[src/rtl/prog_mod_counter.sv]
// Programmable modulus counter. It counts up or down, pauses on en, and can be
// cleared or preset. It produces a terminal-count tick and a square wave that
// toggles on each tick. A new modulus is taken from mod_in only at a wrap or a
// clear, so a period that has already started always runs to its end.
module prog_mod_counter #(
  parameter int          N         = 8,
  parameter int unsigned M_DEFAULT = 10
) (
  input  logic         clk,
  input  logic         reset,
  input  logic         en,
  input  logic         dir,
  input  logic         clr,
  input  logic         load,
  input  logic [N-1:0] load_val,
  input  logic [N-1:0] mod_in,
  output logic [N-1:0] q,
  output logic         tick,
  output logic         sq_out,
  output logic         load_err,
  output logic [N-1:0] mod_cur
);

  localparam logic [N-1:0] M_INIT = N'(M_DEFAULT);

  logic [N-1:0] term;
  logic [N-1:0] wrap_val;
  logic         term_hit;

  // The last count of the period, the value to restart from after a wrap, and
  // whether q sits at the end that matches the current direction. A modulus of
  // 0 wraps to all ones here, which gives the full 2^N range.
  always_comb begin
    term     = mod_cur - N'(1);
    wrap_val = dir ? '0 : (mod_in - N'(1));
    term_hit = dir ? (q == term) : (q == '0);
    tick     = en & ~clr & ~load & ~reset & term_hit;
  end

  // Counter state update. Priority is reset, then clr, then load, then en.
  always_ff @(posedge clk) begin
    if (reset) begin
      q        <= '0;
      mod_cur  <= M_INIT;
      sq_out   <= 1'b0;
      load_err <= 1'b0;
    end else begin
      load_err <= 1'b0;
      if (clr) begin
        mod_cur <= mod_in;
        q       <= wrap_val;
        sq_out  <= 1'b0;
      end else if (load) begin
        if (load_val <= term) begin
          q <= load_val;
        end else begin
          load_err <= 1'b1;
        end
      end else if (en) begin
        if (term_hit) begin
          mod_cur <= mod_in;
          q       <= wrap_val;
          sq_out  <= ~sq_out;
        end else if (dir) begin
          q <= q + N'(1);
        end else begin
          q <= q - N'(1);
        end
      end
    end
  end

endmodule

[config.mk]
export PLATFORM = sky130hd
export DESIGN_NAME = prog_mod_counter
export DESIGN_NICKNAME = d
export VERILOG_FILES = /design/src/rtl/prog_mod_counter.sv
export SDC_FILE = /design/constraint.sdc
export NUM_CORES = 1
export LEC_CHECK = 0
export CAP_MARGIN = 15
export CORE_MARGIN = 4
export CORE_UTILIZATION = 55
export DETAILED_ROUTE_END_ITERATION = 10
export HOLD_SLACK_MARGIN = 0.03
export PLACE_DENSITY_LB_ADDON = 0.25
export SLEW_MARGIN = 20
export SYNTH_ARGS = -nofsm -noshare
export SYNTH_HDL_FRONTEND = slang
export SYNTH_SLANG_ARGS = --single-unit
[constraint.sdc]
create_clock -name clk -period 8.1 [get_ports clk]
set_input_delay 1.62 -clock clk [delete_from_list [all_inputs] [get_ports clk]]
set_output_delay 1.62 -clock clk [all_outputs]
set_load 0.05 [all_outputs]
Word-level counts from Yosys, hierarchy flattened
Index checks and enable logic that the tools add are counted.

storage, ports and cells
  flip-flop bits (word level) = 18
  latch bits = 0
  bits in writable memories = 0
  ROM bits = 0
  input port bits = 22
  output and inout port bits = 19
  memories = 0

operators by class
  add/subtract/negate cells = 4
  multipliers = 0
  divide/modulo/power cells = 0
  order comparisons = 1
  equal/unequal tests = 3
  shift-type cells = 0
  muxes and demuxes = 13
  bitwise operators = 8
  reduce and logical (&&, ||, !) cells = 9

operator list
  cell                   count
  $mux W8                11
  $sub A8 B1 Y8 const B  3
  $add A8 B1 Y8 const B  1
  $eq A8 B8 Y1           1
  $le A8 B8 Y1           1
  $logic_not A8 Y1       1
  $reduce_and A3 Y1      2
  $and A1 B1 Y1          4
  $not A1 Y1             4
  $reduce_bool A2 Y1     2
  $ne A3 B2 Y1 const B   1
  $reduce_bool A3 Y1     1
  $reduce_or A3 Y1       1
  $mux W1                2
  $ne A2 B2 Y1 const B   1
  $reduce_and A2 Y1      1
  $reduce_or A2 Y1       1

Depth between registers and ports, before layout
  depth in word-level cells = 7
  mapped depth = 13
  depth with buffers taken out = 12

Worst setup path before layout
OpenSTA, ideal clock, no wires.

  path type = input-to-output
  start point = input port dir
  end point = output port tick
  arrival = 3.010 ns
  required time = 6.480 ns
  setup slack = 3.470 ns
  stages on the path = 5
  buffers on the path = 1
  cell sequence = nand3_1 nor4_4 a41oi_2 buf_4 nor2_1

on the way
  word-level cells in the longest chain between the ends = 2

RTL lines
  item             RTL line  source
  start, declared  12        input logic dir,
  $mux W1          36        term_hit = dir ? (q == term) : (q == '0);
  $and A1 B1 Y1    37        tick = en & ~clr & ~load & ~reset & term_hit;
  end, declared    18        output logic tick,

Every way passes these cells.

Final worst setup path
Ends and elaborated chain as after synthesis.

==> results by group <==
Run status
  • Outcome: finished, final reports clean

Yosys
  • Largest cells by area after synthesis: dfxtp_1 19%, ha_1 11%, xnor2_1 9.4%, nor2_1 5.9%, mux2i_1 5.4%
  • Post-synth net total: 273
  • EDFF count, synth: 0
  • YS warnings: 0
  • Mapped Area: 0.001861 mm2
  • Sequential element share of the synthesized area: 19.37%
  • Asr flop ratio synth: 0%
  • Synth Register Bits: 18
  • Most numerous cell in the Yosys netlist: nor2_1
  • Syn Inst Count: 234
  • Top-area cell type share of the netlist area: 19.37%
  • Mean post-synth cell area: 7.951 um2
  • Distinct cells, synth: 52
  • Synth area leader: dfxtp_1
  • Synth Flop Type: dfxtp_1
  • Most frequent cells after synthesis: 29 x nor2_1, 20 x xnor2_1, 18 x dfxtp_1, 16 x ha_1

Final layout
  • Non-Filler Instances: 313
  • Final layout net count: 310
  • Layout cells sized above 1: 4.089%
  • Number of diodes: 0
  • Design area: 0.002303 mm2
  • Layout area overhead: 23.81%

Pwr
  • P_int: 191.3 uW
  • Leakage power: 0.0009119 uW
  • Pwr Total: 338.6 uW
  • Sequential share of power: 32.9%
  • Net Sw Frac: 43.49%
  • Switching power: 147.3 uW
  • Cell area power density: 147.0 mW/mm2
  • Clk pwr share: 13.7%
  • Part of the power in combinational logic: 53.4%
  • Peak supply drop: 0.09883 mV

Placement
  • IO buf count: 40
  • Placed Area: 0.002275 mm2
  • Routability cong.: 0.9335
  • Placed insts: 310
  • DP Wirelength: 4265 um

CTS
  • CTS Hold Bufs: 0
  • Cts repair resizes: 0
  • CTS buffer count: 3
  • Max clock buf depth: 2
  • CTS sink count: 18
  • Root Buffer: clkbuf_4
  • Clock Latency Late Sink: 0.31 ns
  • Worst-path clk slew: 0.10 ns
  • CTS tree: built
  • H-tree levels: 1
  • Postcts setup bufs: 0

Route
  • Drt total wl: 5320 um
  • Vias: 1847
  • WL/cell: 17.00 um
  • DR vias/cell: 5.901
  • Drt first-iter violations: 165
  • Drt first pass iters: 7
  • Antenna viol nets, final: 0
  • Residual DRC: 0

Worst setup path
  • Crit end category: output pin
  • Max incr delay on CP: 0.81 ns
  • R2R Setup Slk: 4.83 ns
  • Critical path, cell by cell: clkdlybuf4s50_1 > nand3_1 > nor4_4 > a41oi_2 > nor2_1 > clkdlybuf4s50_1
  • Cell mode on critical path: clkdlybuf4s50_1
  • Crit-path slowest cell: clkdlybuf4s50_1
  • Max FO, Critical Path: 12
  • Worst R2R End: q[0]
  • FF-to-FF path depth: 11
  • Delay-heaviest family, CP: buffers and inverters
  • CP Class: in -> out
  • Critical path arrival: 4.24 ns
  • Worst reg2reg startpoint: mod_cur[2]
  • Critical path required time: 6.48 ns
  • CP Launch Type: input port
  • WP buf/inv: 2

Min path
  • Hold Path Depth: 2
  • Worst min path class: reg -> reg
  • Worst hold path startpoint: sq_out
  • Hold path endpoint: sq_out

STA
  • Max-slew headroom: 45.95%
  • Final Cycle Share: 72.35%
  • Final min period: 5.860 ns
  • RSZ-0062 raised after global routing: false
  • TNS Setup: 0 ns
  • Worst slew pin tran: 0.8082 ns
  • Count of final setup violators: 0
  • Slew Viols, Final: 0
  • Highest Clock Rate: 170.6 MHz
  • Skew final: 0.001926 ns
  • Final hold vios: 0

GRT
  • First-pass GRT wire length: 8535 um
  • Grt total ovfl: 0
  • Largest net degree at the start of global routing: 22
  • Vias in the first global route: 1719
  • Initial antenna violation count: 0
  • Total Routing Usage GR: 25.42%

Floorplan
  • Ports: 41
  • Core Rows: 20
  • Core area: 0.003153 mm2
  • Chip height: 66.16 um
  • Starting Density: 59.01%
  • Die width: 66.16 um
  • Die area: 0.004377 mm2

Run
  • Max-Cap Viols: 0
## layout by cell type (no fill, tap or decap), types with 3 or more instances in the layout
master           Yosys  routed
clkbuf_4             0       3
a21oi_1             14      14
nand3_1              7       7
inv_1               14      14
xnor3_1              3       3
a31oi_1              4       3
clkdlybuf4s50_1      0      40
o21ai_0             14      14
a21o_1               3       3
o22ai_1              4       4
xnor2_1             20      20
nand2_1             12      12
dfxtp_1             18      18
a211oi_1             3       3
mux2i_1             10      10
xor2_1               5       5
nor3_1              11      11
ha_1                16      16
nor2_1              29      29
## worst register-to-register path: stages (launching register included)
cell and delay (ns):
dfxtp_1 0.38, or3_4 0.45, nor3b_2 0.28, xnor2_1 0.15
ha_1 0.27, a21o_1 0.19, a21oi_1 0.22, o32ai_1 0.15
a31oi_2 0.58, o211ai_1 0.19, o22ai_1 0.18, nor2b_1 0.16
## state kept, by name (all words and copies together), names as in the netlist
| signal | flops |
|---|---|
| sq_out | 1 |
| q | 8 |
| load_err | 1 |
| mod_cur | 8 |
## stage by stage
stage	util, %	hold slack (ns)	setup slack [ns]
after CTS	72.86	0.5596	2.253
after global routing	73.06	0.5940	2.122
final	73.06	0.5584	2.240
after floorplan	-	0.7603	3.470
after detailed placement	72.14	0.5364	2.266
after global placement	72.14	0.5344	2.313
## per-layer routing
layer / track usage (%) / part of all wire, % / wire, um / up-vias
li1: - / - / - / 923
met3: 5.952 / 9.0 / 481 / 11
met5: 0 / 0 / 0 / -
met1: 34.95 / 43 / 2310 / 827
met2: 40.64 / 46 / 2466 / 86
met4: 4.569 / 1.1 / 61 / 0
## worst max-delay path by stage
stage               from  endpoint  slack, ns  cells past startpoint
floorplan            dir      tick       3.47                      5
global placement     dir      tick       2.31                      6
detailed placement   dir      tick       2.27                      6
CTS                  dir      tick       2.25                      6
global route         dir      tick       2.12                      6
finish               dir      tick       2.24                      6
## cells by family after synthesis
logic type / Yosys count / synth area share [%]
AO/OA/AOI/OAI: 61 / 21.66
multiplexers: 10 / 5.380
buffers and inverters: 22 / 5.044
AND/OR/NAND/NOR: 78 / 21.32
XOR/XNOR: 28 / 15.40
flip-flops: 18 / 19.37
adder cells (fa/ha/maj): 17 / 11.84
## area by class of cell
class,instances,area [um2]
Multi-Input combinational cell,194,1413
Sequential cell,18,360.3
Tap cell,44,55.05
Inverter,14,52.55
Fill cell,288,849.6
Timing Repair Buffer,40,400.4
Clock buffer,3,22.52
## power groups by stage
stage	Clock (uW)	Combinational [uW]	Sequential (uW)
3_3_place_gp	0	176	113
5_1_grt	50.1	196	113
4_1_cts	47.4	179	111
6_report	46.2	181	112
3_5_place_dp	0	178	113
2_1_floorplan	0	103	135
Power figures use the tool's default switching activity.
